File: src/rtl/pc_unit_if.sv
// Fetch-side bus of the program-counter unit: control inputs and PC/RAS status outputs.
// The master drives stall/PS/in, and the pc_unit (slave) returns PC and stack state.
interface pc_unit_if #(
    parameter int unsigned N     = 64,
    parameter int unsigned DEPTH = 8
);
    localparam int unsigned CW = $clog2(DEPTH + 1);

    logic          stall;
    logic [2:0]    PS;
    logic [N-1:0]  in;
    logic [N-1:0]  PC;
    logic [N-1:0]  PC4;
    logic [CW-1:0] ras_count;
    logic [N-1:0]  ras_top;
    logic          ras_overflow;
    logic          ras_underflow;

    modport master (
        output stall, PS, in,
        input  PC, PC4, ras_count, ras_top, ras_overflow, ras_underflow
    );

    modport slave (
        input  stall, PS, in,
        output PC, PC4, ras_count, ras_top, ras_overflow, ras_underflow
    );
endinterface

File: src/rtl/pc_unit.sv
// Program counter with sequential/branch/jump targets and a circular return-address
// stack that keeps the newest DEPTH links, with sticky overflow/underflow status.
module pc_unit #(
    parameter int unsigned   N        = 64,
    parameter int unsigned   DEPTH    = 8,
    parameter logic [N-1:0]  RESET_PC = '0
) (
    input  logic       clock,
    input  logic       reset,
    pc_unit_if.slave   bus
);
    localparam int unsigned CW = $clog2(DEPTH + 1);
    localparam int unsigned PW = $clog2(DEPTH);

    typedef enum logic [2:0] {
        PS_HOLD     = 3'b000,
        PS_SEQ      = 3'b001,
        PS_JUMP     = 3'b010,
        PS_BRANCH   = 3'b011,
        PS_CALL     = 3'b100,
        PS_RETURN   = 3'b101,
        PS_CALL_ABS = 3'b110,
        PS_RSVD     = 3'b111
    } ps_e;

    logic [N-1:0]  pc_q;
    logic [PW-1:0] ptr_q;
    logic [CW-1:0] count_q;
    logic          ovf_q;
    logic          udf_q;
    logic [N-1:0]  stack [DEPTH];

    logic [N-1:0]  pc4;
    logic [N-1:0]  rel_target;
    logic [N-1:0]  top;
    logic [N-1:0]  pc_d;
    logic [PW-1:0] ptr_inc;
    logic [PW-1:0] ptr_dec;
    logic          push;
    logic          pop;
    logic          set_udf;
    logic          full;
    logic          empty;
    ps_e           ps;

    assign ps         = ps_e'(bus.PS);
    assign pc4        = pc_q + N'(4);
    assign rel_target = pc4 + {bus.in[N-3:0], 2'b00};
    assign full       = (count_q == CW'(DEPTH));
    assign empty      = (count_q == '0);
    assign top        = empty ? '0 : stack[ptr_q];

    // Pointer wraps explicitly so non-power-of-two depths stay in range.
    assign ptr_inc = (ptr_q == PW'(DEPTH - 1)) ? '0 : ptr_q + PW'(1);
    assign ptr_dec = (ptr_q == '0) ? PW'(DEPTH - 1) : ptr_q - PW'(1);

    always_comb begin
        pc_d    = pc_q;
        push    = 1'b0;
        pop     = 1'b0;
        set_udf = 1'b0;
        unique case (ps)
            PS_HOLD:     pc_d = pc_q;
            PS_SEQ:      pc_d = pc4;
            PS_JUMP:     pc_d = bus.in;
            PS_BRANCH:   pc_d = rel_target;
            PS_CALL: begin
                pc_d = rel_target;
                push = 1'b1;
            end
            PS_RETURN: begin
                if (!empty) begin
                    pc_d = top;
                    pop  = 1'b1;
                end else begin
                    pc_d    = bus.in;
                    set_udf = 1'b1;
                end
            end
            PS_CALL_ABS: begin
                pc_d = bus.in;
                push = 1'b1;
            end
            PS_RSVD:     pc_d = pc_q;
            default:     pc_d = pc_q;
        endcase
    end

    always_ff @(posedge clock) begin
        if (reset) begin
            pc_q    <= RESET_PC;
            ptr_q   <= '0;
            count_q <= '0;
            ovf_q   <= 1'b0;
            udf_q   <= 1'b0;
        end else if (!bus.stall) begin
            pc_q <= pc_d;
            if (push) begin
                ptr_q <= ptr_inc;
                if (full) ovf_q <= 1'b1;
                else      count_q <= count_q + CW'(1);
            end else if (pop) begin
                ptr_q   <= ptr_dec;
                count_q <= count_q - CW'(1);
            end
            if (set_udf) udf_q <= 1'b1;
        end
    end

    // Storage has no reset; entries are only visible once counted as valid.
    always_ff @(posedge clock) begin
        if (!reset && !bus.stall && push) begin
            stack[ptr_inc] <= pc4;
        end
    end

    assign bus.PC            = pc_q;
    assign bus.PC4           = pc4;
    assign bus.ras_count     = count_q;
    assign bus.ras_top       = top;
    assign bus.ras_overflow  = ovf_q;
    assign bus.ras_underflow = udf_q;
endmodule

File: src/flat_wrapper.sv
// flat-port wrapper written by rule: the top's interface ports become plain ports
module pc_unit_flat 
#(
    parameter int unsigned   N        = 64,
    parameter int unsigned   DEPTH    = 8,
    parameter logic [N-1:0]  RESET_PC = '0
)
  (clock, reset, bus_stall, bus_PS, bus_in, bus_PC, bus_PC4, bus_ras_count, bus_ras_top, bus_ras_overflow, bus_ras_underflow);
  pc_unit_if #(.N(N), .DEPTH(DEPTH)) bus_i ();
  input  logic clock;
  input  logic reset;
  input wire logic [$bits(bus_i.stall)-1:0] bus_stall;
  input wire logic [$bits(bus_i.PS)-1:0] bus_PS;
  input wire logic [$bits(bus_i.in)-1:0] bus_in;
  output wire logic [$bits(bus_i.PC)-1:0] bus_PC;
  output wire logic [$bits(bus_i.PC4)-1:0] bus_PC4;
  output wire logic [$bits(bus_i.ras_count)-1:0] bus_ras_count;
  output wire logic [$bits(bus_i.ras_top)-1:0] bus_ras_top;
  output wire logic [$bits(bus_i.ras_overflow)-1:0] bus_ras_overflow;
  output wire logic [$bits(bus_i.ras_underflow)-1:0] bus_ras_underflow;
  assign bus_i.stall = bus_stall;
  assign bus_i.PS = bus_PS;
  assign bus_i.in = bus_in;
  assign bus_PC = bus_i.PC;
  assign bus_PC4 = bus_i.PC4;
  assign bus_ras_count = bus_i.ras_count;
  assign bus_ras_top = bus_i.ras_top;
  assign bus_ras_overflow = bus_i.ras_overflow;
  assign bus_ras_underflow = bus_i.ras_underflow;
  pc_unit #(.N(N), .DEPTH(DEPTH), .RESET_PC(RESET_PC)) u_core (.clock(clock), .reset(reset), .bus(bus_i));
endmodule
File: config.mk
export PLATFORM = sky130hd
export DESIGN_NAME = pc_unit_flat
export DESIGN_NICKNAME = d
export VERILOG_FILES = /design/src/rtl/pc_unit_if.sv /design/src/rtl/pc_unit.sv /design/src/flat_wrapper.sv
export SDC_FILE = /design/constraint.sdc
export NUM_CORES = 1
export LEC_CHECK = 0
export CAP_MARGIN = 20
export CORE_MARGIN = 5
export CORE_UTILIZATION = 30
export DETAILED_ROUTE_END_ITERATION = 8
export PLACE_DENSITY = 0.56
export SETUP_SLACK_MARGIN = 0.3
export SYNTH_ARGS = -nofsm -noshare
export SYNTH_HDL_FRONTEND = slang
export SYNTH_SLANG_ARGS = --single-unit
File: constraint.sdc
create_clock -name clock -period 9.7 [get_ports clock]
set_input_delay 0.97 -clock clock [delete_from_list [all_inputs] [get_ports clock]]
set_output_delay 0.97 -clock clock [all_outputs]
set_load 0.05 [all_outputs]
# [After elaboration in Yosys (flattened, before gate mapping)]
# Memories as Yosys holds them, arrays and structs flattened. A register that Yosys moved wholly into a read port is not among the register bits.
# Index checks and enable logic that the tools add are counted.
[word_totals] reg_bits=73 latch_bits=0 ram_bits=512 mem_bits_ro=0 input_bits=70 output_inout_bits=198 elab_cells=60 memories=1
[classes] n_addsub=6 n_mul=0 div=0 n_lt_le_gt_ge=0 n_eq_ne=10 shift=0 mux=19 bitwise_logic=2 reduce_logical=17
[memory_table] name="u_core.stack" words=8 word_bits=64 read_ports=1 rd_clocked_by_memory_dff=1 wr=1 line_no="pc_unit.sv:31" rtl="logic [N-1:0] stack [DEPTH];"
[ops] op="64-bit one-hot mux with 4 select lines" n=1
[ops] op="64-bit 2-to-1 mux" n=2
[ops] op="64-bit by 3-bit adder with 64-bit output, second input constant" n=1
[ops] op="64-bit adder" n=1
[ops] op="3-bit 2-to-1 mux" n=6
[ops] op="3-bit == test, second input constant" n=5
[ops] op="4-bit 2-to-1 mux" n=3
[ops] op="2-bit OR reduction" n=4
[ops] op="1-bit 2-to-1 mux" n=7
[ops] op="3-bit by 2-bit == test with 1-bit output, second input constant" n=2
[ops] op="3-bit logical NOT" n=2
[ops] op="2-bit AND reduction" n=3
[ops] op="3-bit AND reduction" n=2
[ops] op="4-bit by 1-bit adder with 4-bit output, second input constant" n=1
[ops] op="4-bit == test, second input constant" n=1
[ops] op="4-bit logical NOT" n=1
[ops] op="4-bit by 1-bit subtractor with 4-bit output, second input constant" n=1
[ops] op="3-bit by 1-bit adder with 3-bit output, second input constant" n=1
[ops] op="3-bit by 1-bit == test with 1-bit output, second input constant" n=1
[ops] op="3-bit by 1-bit subtractor with 3-bit output, second input constant" n=1
[ops] op="1-bit logical AND" n=2
[ops] op="1-bit logical NOT" n=2
[ops] op="2-bit != test, second input constant" n=1
[ops] op="1-bit NOT" n=2
[ops] op="2-bit nonzero test" n=1

# [Depth between registers and ports, before layout]
# Gate-level depths: netlist of run 1.
[depth] word_depth=7 mapped_depth=20 mapped_depth_nobuf=20

# [Least setup slack after synthesis of run 1]
# No wires, ideal clock.
[synth_timing] kind="input -> register" start="input port bus_PS[2]" end="memory u_core.stack[1][0], enable pin" setup_ns=0.644 arrival_time_ns=8.202 required_ns=9.056 setup_slack_ns=0.854 stages=6 cell_sequence="clkbuf_1 > nor2b_1 > clkinv_1 > nor3_1 > nand2b_1 > nor4_1"
[synth_between] elab_chain_len=6
[synth_rtl] element="start, declared" line_no="flat_wrapper.sv:13" rtl="input wire logic [$bits(bus_i.PS)-1:0] bus_PS;"
[synth_rtl] element="3-bit == test" line_no="pc_unit.sv:62" rtl="unique case (ps)"
[synth_rtl] element="2-bit OR reduction (no source line) *"
[synth_rtl] element="1-bit 2-to-1 mux *" line_no="pc_unit.sv:62"
[synth_rtl] element="1-bit logical AND *" line_no="pc_unit.sv:112" rtl="if (!reset && !bus.stall && push) begin"
[synth_rtl] element="1-bit 2-to-1 mux *" line_no="pc_unit.sv:112"
[synth_rtl] element="1-bit 2-to-1 mux (not written as such) *" line_no="pc_unit.sv:113" rtl="stack[ptr_inc] <= pc4;"
[synth_rtl] element="end, declared" line_no="pc_unit.sv:31"
# Every way passes the cells marked *; elsewhere a longest branch is shown, timed or not.

# [Worst setup path after layout of run 1]
[layout_timing] start="register u_core.pc_q[6], in the netlist u_core.bus.PC[6]" end="output port bus_PC4[58]"
[layout_between] elab_chain_len=1
[layout_rtl] element="start, declared" line_no="pc_unit.sv:26" rtl="logic [N-1:0] pc_q;"
[layout_rtl] element="start signal, assigned" line_no="pc_unit.sv:97" rtl="pc_q <= pc_d;"
[layout_rtl] element="64-bit by 3-bit adder with 64-bit output" line_no="pc_unit.sv:47" rtl="assign pc4 = pc_q + N'(4);"
[layout_rtl] element="end, declared" line_no="flat_wrapper.sv:16" rtl="output wire logic [$bits(bus_i.PC4)-1:0] bus_PC4;"
# Every way passes these cells.

==> impl_results.md, run 1 <==
- Final Critical Period: 6.48 ns
- Final global-route overflow total: 0
- Syn avg cell area: 13.6 um^2
- Final worst setup slack: 3.22 ns
- Max-Cap Viols: 0
- GRT Util Overall: 0.192
- RePlAce Congestion: 0.919
- Hold path cells: 2
- Reg2reg path depth: 16
- Gate power share: 0.215
- Port buffer count: 267
- Avg WL per Cell: 27.5 um
- Final slew viol count: 0
- Synth-to-Final Area Change: 22.4%
- Antenna violations before repair: 1
- Postcts setup bufs: 0
- Post-synth EDFFs: 512
- Vias after detailed routing: 20300
- DRT iter0 DRCs: 1815
- DRT Wirelength: 102 mm
- HP Class: flop to flop
- Clock Pin Slew Worst Setup and Hold Paths: 0.06 ns
- Synth Flop Type: edfxtp_1
- P per Cell Area: 195 nW/um^2
- Number of global-route vias before repair: 20100
- TritonCTS clock tree: yes
- Endpoint class of the critical path: output port
- Post-route DRC: 0
- First-pass GRT wire length: 146 mm
- Die span in y: 320 um
- Max VDD drop: 0.000123 V
- P_leak: 0.0117 uW
- Total CTS buffers: 67
- Place WS: 3.68 ns
- Worst hold margin: 0.501 ns
- Seq pwr share: 0.420
- Cell count after synthesis: 2107
- Register bit total from synthesis: 588
- Final Hold Fails: 0
- Crit path capture: bus_PC4[58]
- Placed Cells: 3565
- Initial cell density of the core: 0.303
- Reg2reg start: u_core.bus.PC[6]
- Netlist cell types: 86
- Switch share: 0.311
- Crit-path max FO: 11
- Nets: 2529
- Fin Setup TNS: 0 ns
- CP startpoint: u_core.bus.PC[6]
- Clock power share: 0.365
- Reg-to-reg slack, setup: 3.59 ns
- Post-Syn Area: 28700 um^2
- Setup repair after global routing missed its margin: false
- Tot Pwr: 6870 uW
- Row cnt: 113
- Syn nets: 2261
- Final cell count without fillers: 3691
- Post-CTS sizing: 0
- Drt first pass iters: 7
- Sw power: 2140 uW
- Largest net degree at the start of global routing: 67
- Critical R2R Capture: u_core.bus.PC[62]
- Setup crit start kind: flop
- Status: finished, final reports clean
- H-Tree Level Count: 3
- DIE AREA: 102000 um^2
- Slew HR: 0.244
- Period utilization: 0.668
- Antenna Nets Post-Route: 0
- Skew-Pair Late Insertion Delay: 0.62 ns
- Ports: 268
- Ys async rst share: 0
- DP HPWL: 69.1 mm
- Worst slew pin tran: 1.13 ns
- Vias per std cell: 5.49
- Core area: 95000 um^2
- Worst EP arrival: 5.51 ns
- Cts hold-fix bufs: 0
- Yosys warns: 0
- Max clock buf depth: 3
- Worst Path Required: 8.73 ns
- CP Class: flop to output port
- Share of cells above drive strength 1: 0.136
- FMAX: 0.154 GHz
- Die span in x: 320 um
- Clk sinks: 588
- Register area share after synthesis: 0.588
- Clock root buffer: clkbuf_16
- Internal: 4730 uW
- Final setup vio count: 0
- Clock skew: 0.0330 ns
==> cell type report <==
| type | instances | area [um^2] |
|---|---|---|
| Inverter | 32 | 120 |
| Tap cell | 1265 | 1580 |
| Fill cell | 9004 | 59800 |
| Clock buffer | 84 | 1760 |
| Multi-Input combinational cell | 1365 | 11300 |
| Timing Repair Buffer | 321 | 3100 |
| Clock inverter | 35 | 402 |
| Antenna cell | 1 | 2.50 |
| Sequential cell | 588 | 16900 |
==> metrics by stage <==
stage,util,instance area (um^2)
final,0.370,35200
after global routing,0.370,35200
after CTS,0.370,35100
after detailed placement,0.347,33000
after global placement,0.347,33000
after floorplan,-,28700
==> cell usage after synthesis, drive strengths merged, types with 5 or more instances <==
cell / count / area (um^2)
o21bai: 13 / 97.6
a21oi: 133 / 666
mux4: 128 / 2880
o21ai: 82 / 410
a221o: 27 / 270
a221oi: 43 / 389
a311oi: 11 / 96.3
edfxtp: 512 / 15400
xor2: 43 / 377
or2: 12 / 75.1
nand2b: 8 / 50.1
inv: 31 / 116
o211ai: 16 / 120
nand4: 32 / 213
and2: 8 / 50.1
mux2i: 70 / 701
buf: 42 / 204
o21a: 8 / 60.1
dfxtp: 76 / 1520
ha: 82 / 1030
a211oi: 19 / 148
o31ai: 7 / 71.3
a21o: 28 / 210
or3: 13 / 81.3
a31oi: 11 / 68.8
clkbuf: 80 / 300
nor3: 42 / 226
and3: 23 / 145
nand3: 48 / 245
nor2b: 5 / 31.3
xnor2: 67 / 587
a222oi: 7 / 70.1
nor2: 180 / 694
nor4: 8 / 71.3
and4: 11 / 101
nand2: 126 / 475
==> routing by layer <==
metal,global-route usage,vias up,part of all wire
li1,-,8864,-
met2,0.303,802,0.46
met4,0.0579,0,0.028
met3,0.0520,118,0.087
met5,0,-,0
met1,0.261,10500,0.43
==> cells by family (layout without fill, tap and decap cells) <==
family / after synthesis / count (layout) / share of synthesized area
buffers and inverters: 154 / 472 / 0.0217
flip-flops: 588 / 588 / 0.588
AO/OA/AOI/OAI: 442 / 442 / 0.105
multiplexers: 199 / 199 / 0.125
AND/OR/NAND/NOR: 530 / 530 / 0.0896
other: 0 / 1 / 0
XOR/XNOR: 110 / 110 / 0.0335
adder cells (fa/ha/maj): 84 / 84 / 0.0371
==> worst min path at each step <==
stage | to | startpoint
2_1_floorplan | flop | u_core.ptr_q[2]
3_3_place_gp | u_core.bus.ras_overflow | u_core.bus.ras_overflow
3_5_place_dp | u_core.bus.ras_overflow | u_core.bus.ras_overflow
4_1_cts | u_core.bus.ras_overflow | u_core.bus.ras_overflow
5_1_grt | u_core.bus.ras_overflow | u_core.bus.ras_overflow
6_report | u_core.bus.ras_overflow | u_core.bus.ras_overflow
==> registers in the layout (all words and copies together) (netlist names), named ones only <==
| signal | cells |
|---|---|
| u_core.bus.ras_count | 4 |
| u_core.bus.PC | 64 |
| u_core.bus.ras_overflow | 1 |
| u_core.bus.ras_underflow | 1 |
| u_core.stack | 512 |
| u_core.ptr_q | 3 |
==> worst max-delay path, cell delays in order, from the launching register on <==
cell and delay [ns]:
dfxtp_1 0.46, nand4_2 0.24, nor3_2 0.69, nor3b_1 0.63, nand4_1 0.58, nor2_1 0.36
nand3_1 0.13, xnor2_1 0.79, clkdlybuf4s50_1 1.01
==> power groups by stage <==
stage | Sequential (uW) | Combinational, uW | Clock, uW
2_1_floorplan | 3000 | 844 | 0
3_3_place_gp | 2940 | 1460 | 0
3_5_place_dp | 2940 | 1470 | 0
4_1_cts | 2890 | 1470 | 2560
5_1_grt | 2900 | 1560 | 2670
6_report | 2890 | 1470 | 2510
==> cell usage in the layout, fill, tap and decap left out, drive strengths merged, types with 12 or more instances in the layout <==
master and count:
clkbuf 84, a21o 28, clkdlybuf4s50 266, o211ai 16
clkinv 23, nand2 126, nand3 48, edfxtp 512
a21oi 133, mux2i 70, nor2 180, xnor2 67
o21ai 82, xor2 43, nor3 42, buf 55
ha 82, or2 12, nand4 32, dfxtp 76
and3 23, or3 13, a221o 27, o21bai 13
mux4 128, a211oi 19, a221oi 43, inv 35
Note: power is estimated with default switching activity, not from simulation.
==> inputs of run 2 (changes only) <==
--- a/config.mk
+++ b/config.mk
@@ -9,7 +9,7 @@
 export CORE_MARGIN = 5
 export CORE_UTILIZATION = 30
 export DETAILED_ROUTE_END_ITERATION = 8
-export PLACE_DENSITY = 0.56
+export PLACE_DENSITY = 0.58
 export SETUP_SLACK_MARGIN = 0.3
 export SYNTH_ARGS = -nofsm -noshare
 export SYNTH_HDL_FRONTEND = slang
==> constraint.sdc (replaced) <==
create_clock -name clock -period 5.35 [get_ports clock]
set_input_delay 0.535 -clock clock [delete_from_list [all_inputs] [get_ports clock]]
set_output_delay 0.535 -clock clock [all_outputs]
set_load 0.05 [all_outputs]
==> run 2 against run 1 <==
Against the previous run:
- die area is the same
- count of clock-buffer cells in the layout is 7 higher
- critical path depth grew 1
- sequential cell count is the same
- via count grew 2.0%
- sequential share of layout area shrank 1.8 points
- highest routed layer unchanged
- cell area is 3.8% higher
- largest cell class unchanged
- clock power up 87%
- register-to-register slack worse by 3.0 ns
==> impl_results.md, run 2 (synthesis results as in run 1) <==
- Crit-path max FO: 9 (-2)
- First-pass GRT wire length: 147 mm (+0.71%)
- P_leak: 0.0124 uW (+6.3%)
- Antenna violations before repair: 0 (-1)
- Nets: 2597 (+2.7%)
- Drt first pass iters: 6 (-1)
- HP Class: input port to flop
- Post-route DRC: 0 (unchanged)
- Die span in x: 320 um (unchanged)
- Ports: 268 (unchanged)
- Port buffer count: 267 (unchanged)
- Vias per std cell: 5.50 (+0.14%)
- H-Tree Level Count: 3 (unchanged)
- Clk sinks: 588 (unchanged)
- Fillers: 8936 (-0.76%)
- ANT cells: 0 (-1)
- Met1 usage: 0.272 (+0.0105)
- Register area: 16900 um^2 (about the same)
- Core area: 95000 um^2 (unchanged)
- Endpoint class of the critical path: output port
- Met2 global-route usage: 0.309 (+0.00633)
- Max reg flops: 512 (unchanged)
- Fin Setup TNS: 0 ns (unchanged)
- Clock Pin Slew Worst Setup and Hold Paths: 0.06 ns (about the same)
- Period utilization: 0.893
- Most flop-heavy register: u_core.stack
- Setup repair after global routing missed its margin: true
- Layout Utilization: 0.385 (+0.0142)
- Die span in y: 320 um (unchanged)
- Commonest non-fill, non-tap cell in the layout: edfxtp_1
- Final Hold Fails: 0 (unchanged)
- Area occupied by multi-input gates: 12000 um^2 (+5.6%)
- Max incr delay on CP: 0.86 ns (-0.15 ns)
- Cell family with most CP delay: simple AND/OR/NAND/NOR gates
- Synth-to-Final Area Change: 27.1%
- Final global-route overflow total: 0 (unchanged)
- Reg-to-reg slack, setup: 0.58 ns (-3.01 ns)
- Most Frequent Cell on Critical Path: nand4_2
- Worst slew pin tran: 0.966 ns (-0.168 ns)
- Final setup vio count: 0 (unchanged)
- Worst hold margin: 0.417 ns (-0.0839 ns)
- DP HPWL: 71.4 mm (+3.4%)
- Vias after detailed routing: 20700 (+2.0%)
- Final slew viol count: 0 (unchanged)
- Cell Chain, Critical Path: nand4_2 > nor3_4 > nand4_2 > or4_4 > nor2_8 > and4_4 > xnor2_1 > inv_1 > clkdlybuf4s50_1
- Share of cells above drive strength 1: 0.191 (+0.0547)
- Avg WL per Cell: 27.1 um (-1.5%)
- Max VDD drop: 0.000187 V (+52%)
- Clock skew: 0.0316 ns (-0.00141 ns)
- Max clock buf depth: 3 (unchanged)
- CP Class: flop to output port
- Worst Path Required: 4.82 ns (-3.91 ns)
- Status: finished, final reports clean
- RePlAce Congestion: 0.923 (+0.44%)
- Max-Cap Viols: 0 (unchanged)
- Worst path bufs/invs: 2 (+1)
- Initial cell density of the core: 0.303 (unchanged)
- FMAX: 0.209 GHz
- Largest net degree at the start of global routing: 68 (+1.5%)
- P per Cell Area: 349 nW/um^2 (+79%)
- Slew HR: 0.356 (+0.112)
- TritonCTS clock tree: yes
- DRT iter0 DRCs: 2089 (+15%)
- Number of global-route vias before repair: 20500 (+1.9%)
- Antenna Nets Post-Route: 0 (unchanged)
- Skew-Pair Late Insertion Delay: 0.63 ns (about the same)
- Total CTS buffers: 68 (+1.5%)
- Row cnt: 113 (unchanged)
- GRT Util Overall: 0.193 (+0.000815)
- Clock root buffer: clkbuf_16
- GR peak layer: met2
- DIE AREA: 102000 um^2 (unchanged)
- Tot Pwr: 12700 uW (+86%)
- Cts hold-fix bufs: 0 (unchanged)
- Final Critical Period: 4.78 ns
- DRT Wirelength: 102 mm (+0.38%)
- Slowest CP cell: clkdlybuf4s50_1
- Setup crit start kind: flop
- Commonest cells after routing, fill and taps aside: edfxtp_1, clkdlybuf4s50_1, nor2_1, a21oi_1, mux4_2
- GR Util met3: 0.0352 (-0.0168)
- Worst EP arrival: 4.24 ns (-1.27 ns)
[run 2: changes by cell type in the layout (fill, tap and decap cells not counted), sizes merged]
| cell | before | now |
|---|---|---|
| buf | 55 | 130 |
| dlygate4sd2 | 0 | 1 |
| clkinv | 23 | 18 |
| bufinv | 5 | 7 |
| inv | 35 | 34 |
| clkbuf | 84 | 91 |
| clkdlybuf4s50 | 266 | 257 |
| diode | 1 | 0 |
[run 2: cell type report]
cell class | count | share of cell area
inverter | 32 | 0.00329
clock inverter | 31 | 0.0116
sequential | 588 | 0.463
tap | 1265 | 0.0433
clock buffer | 91 | 0.0503
timing repair buffer | 388 | 0.101
multi-input combinational | 1365 | 0.327
[run 2: layer usage]
layer  up-vias  wire (um)
met5         -          0
met4         0       2370
met3       126       7740
met2       905      47700
met1     10700      44200
li1       8996          -
[run 2: power by group]
group	internal (uW)	total, uW	switching (uW)
clock network	2780	4700	1920
logic	944	2810	1870
registers	5110	5240	125
total	8840	12700	3910
[run 2: through the flow]
step	worst slack [ns]	cells	instance area, um^2
final	0.574	3760	36500
after global routing	0.292	3760	36500
after CTS	0.334	3754	36400
after detailed placement	0.307	3632	34100
after global placement	0.420	3632	34100
after floorplan	-0.362	2107	29300
[run 2: final timing paths]
kind,start,end,cells after the start
hold reg to reg,u_core.bus.ras_underflow,u_core.bus.ras_underflow,2
setup / recovery,u_core.bus.PC[7],bus_PC4[63],9
setup reg to reg,u_core.bus.PC[7],u_core.bus.PC[47],17
hold / removal,reset,u_core.bus.PC[49],2
[run 2: repair_timing]
action,in CTS,in global routing
setup endpoints to repair,3,15
buffers inserted,0,6
gates resized for setup,2,19
pin swaps,0,4
==> inputs of run 3 (changes only) <==
--- a/config.mk
+++ b/config.mk
@@ -7,9 +7,9 @@
 export LEC_CHECK = 0
 export CAP_MARGIN = 20
 export CORE_MARGIN = 5
-export CORE_UTILIZATION = 30
+export CORE_UTILIZATION = 50
 export DETAILED_ROUTE_END_ITERATION = 8
-export PLACE_DENSITY = 0.58
+export PLACE_DENSITY = 0.83
 export SETUP_SLACK_MARGIN = 0.3
 export SYNTH_ARGS = -nofsm -noshare
 export SYNTH_HDL_FRONTEND = slang
==> run 3 against run 2 <==
Against the previous run:
- die area shrank 39%
- largest cell class unchanged
- worst hold slack gained 0.076 ns
- wire length shrank 11%
- sequential share of layout area grew 1.3 points
- fmax shrank 1.7%
==> impl_results.md, run 3 (synthesis results as in run 1) <==
- Slew HR: 0.235 (-0.121)
- GRT Util Overall: 0.281 (+0.0881)
- P per Cell Area: 343 nW/um^2 (-1.8%)
- Worst slew pin tran: 1.14 ns (+0.177 ns)
- Nets: 2579 (-0.69%)
- Area occupied by multi-input gates: 12000 um^2 (+0.71%)
- Clk sinks: 588 (unchanged)
- Die span in x: 250 um (-22%)
- DP HPWL: 61.2 mm (-14%)
- RePlAce Congestion: 0.985 (+6.7%)
- Cts hold-fix bufs: 0 (unchanged)
- Final worst setup slack: 0.492 ns (-0.0817 ns)
- Vias after detailed routing: 21300 (+3.2%)
- Period utilization: 0.908 (+0.0153)
- Crit-path max FO: 10 (+1)
- Final Critical Period: 4.86 ns (+0.0817 ns)
- CP startpoint: u_core.bus.PC[3]
- Total CTS buffers: 61 (-10%)
- GR Util met3: 0.0792 (+0.0440)
- Setup repair after global routing missed its margin: true
- Antenna violations before repair: 0 (unchanged)
- First-pass GRT wire length: 134 mm (-8.5%)
- Most Frequent Cell on Critical Path: ha_1
- DIE AREA: 62400 um^2 (-39%)
- Largest net degree at the start of global routing: 73 (+7.4%)
- Cell Chain, Critical Path: ha_1 > nand2_1 > nor3_2 > buf_4 > nand3_1 > xnor2_4 > ha_1 > and4_4 > and3_2 > o211ai_1 > a2111oi_2 > o311ai_2 > a2111oi_4 > nor2_2 > and3_1 > o21ai_0 > a211oi_1
- Worst hold start: u_core.bus.ras_overflow
- Avg WL per Cell: 28.2 um (+3.8%)
- Register area: 16900 um^2 (about the same)
- Max-Cap Viols: 0 (unchanged)
- CP Class: flop to flop
- GR peak layer: met2
- P_leak: 0.0123 uW (-1.4%)
- Worst Path Required: 5.81 ns (+0.99 ns)
- Die span in y: 250 um (-22%)
- Worst hold margin: 0.493 ns (+0.0761 ns)
- Max reg flops: 512 (unchanged)
- Place WS: 0.117 ns (-0.190 ns)
- Drt first pass iters: 6 (unchanged)
- Synth-to-Final Area Change: 23.6%
- Post-route DRC: 0 (unchanged)
- Max clock buf depth: 3 (unchanged)
- DRT Wirelength: 91.1 mm (-11%)
- HP Class: flop to flop
- Worst path bufs/invs: 1 (-1)
- Cell family with most CP delay: compound AO/OA/AOI/OAI gates
- Antenna Nets Post-Route: 0 (unchanged)
- Commonest non-fill, non-tap cell in the layout: edfxtp_1
- Setup crit start kind: flop
- Worst EP arrival: 5.31 ns (+1.07 ns)
- Fillers: 4049 (-55%)
- Final setup vio count: 0 (unchanged)
- Share of cells above drive strength 1: 0.187 (-0.00467)
- Clock Pin Slew Worst Setup and Hold Paths: 0.06 ns (about the same)
- Met1 usage: 0.389 (+0.117)
- DRT iter0 DRCs: 2379 (+14%)
- H-Tree Level Count: 2 (-1)
- Skew-Pair Late Insertion Delay: 0.64 ns (about the same)
- Status: finished, final reports clean
- Clock root buffer: clkbuf_16
- Final cell count without fillers: 3235 (-14%)
- Core area: 56700 um^2 (-40%)
- Endpoint class of the critical path: flop
- Slowest CP cell: a2111oi_4
- Row cnt: 87 (-23%)
- Final global-route overflow total: 0 (unchanged)
- Most flop-heavy register: u_core.stack
- Ports: 268 (unchanged)
- Clock skew: 0.0268 ns (-0.00478 ns)
- FMAX: 0.206 GHz (-1.7%)
- Final slew viol count: 0 (unchanged)
- Max incr delay on CP: 0.54 ns (-0.32 ns)
- Placed Cells: 3112 (-14%)
- Initial cell density of the core: 0.507 (+0.204)
- Reg2reg start: u_core.bus.PC[3]
- Final Hold Fails: 0 (unchanged)
- Max VDD drop: 0.000292 V (+56%)
- Port buffer count: 267 (unchanged)
- Met2 global-route usage: 0.440 (+0.131)
- Number of global-route vias before repair: 20900 (+1.9%)
- TritonCTS clock tree: yes
- Commonest cells after routing, fill and taps aside: edfxtp_1, clkdlybuf4s50_1, nor2_1, a21oi_1, mux4_2
- Vias per std cell: 6.60 (+20%)
- Layout Utilization: 0.627 (+0.242)
==> run 3: changes by cell type in the layout (fill, tap and decap cells not counted), sizes merged, moves of 4 or more <==
cell / delta
buf: -16
clkbuf: -11
clkdlybuf4s50: +4
clkinv: +6
inv: +4
==> run 3: layout make-up <==
cell class              instances  share of cell area
well taps                     756              0.0266
clock inverters                35             0.00943
flip-flops and latches        588               0.476
inverters                      32             0.00338
multi-input cells            1365               0.339
diodes                          2            0.000141
clock buffers                  80              0.0461
repair buffers                377              0.0998
==> run 3: tightest hold or removal path: stages (launching register included) <==
cell and delay [ns]:
dfxtp_1 0.33, a31oi_1 0.04, nor2_1 0.08
==> run 3: final timing paths <==
kind	to	slack [ns]	cells after the start
worst max-delay path	u_core.bus.PC[46]	0.49	17
worst min-delay path	u_core.bus.ras_overflow	0.49	2
worst max register to register	u_core.bus.PC[46]	0.49	17
worst min register to register	u_core.bus.ras_overflow	0.49	2
==> run 3: repair_timing <==
action | in CTS | in global routing
gates resized for setup | 7 | 26
setup endpoints to repair | 11 | 23
pin swaps | 0 | 6
buffers inserted | 0 | 6
==> run 3: report_power, final <==
part	internal, uW	switching, uW	leakage (uW)
clock network	2370	1820	0.000972
registers	5110	134	0.00536
logic	939	1800	0.00592
total	8420	3760	0.0123
==> run 3: layer usage <==
layer	routed length, um	part of all wire	up-vias
li1	-	-	8962
met1	35100	0.39	10700
met2	41900	0.46	1444
met3	11100	0.12	210
met4	3000	0.033	0
met5	0	0	-
==> run 3: through the flow <==
stage	power (uW)	setup TNS, ns	cell area, um^2
after detailed placement	8000	0	33300
after floorplan	7020	-23.19	29300
after CTS	12200	0	35400
after global routing	12600	0	35500
after global placement	7960	0	33300
final	12200	0	35500
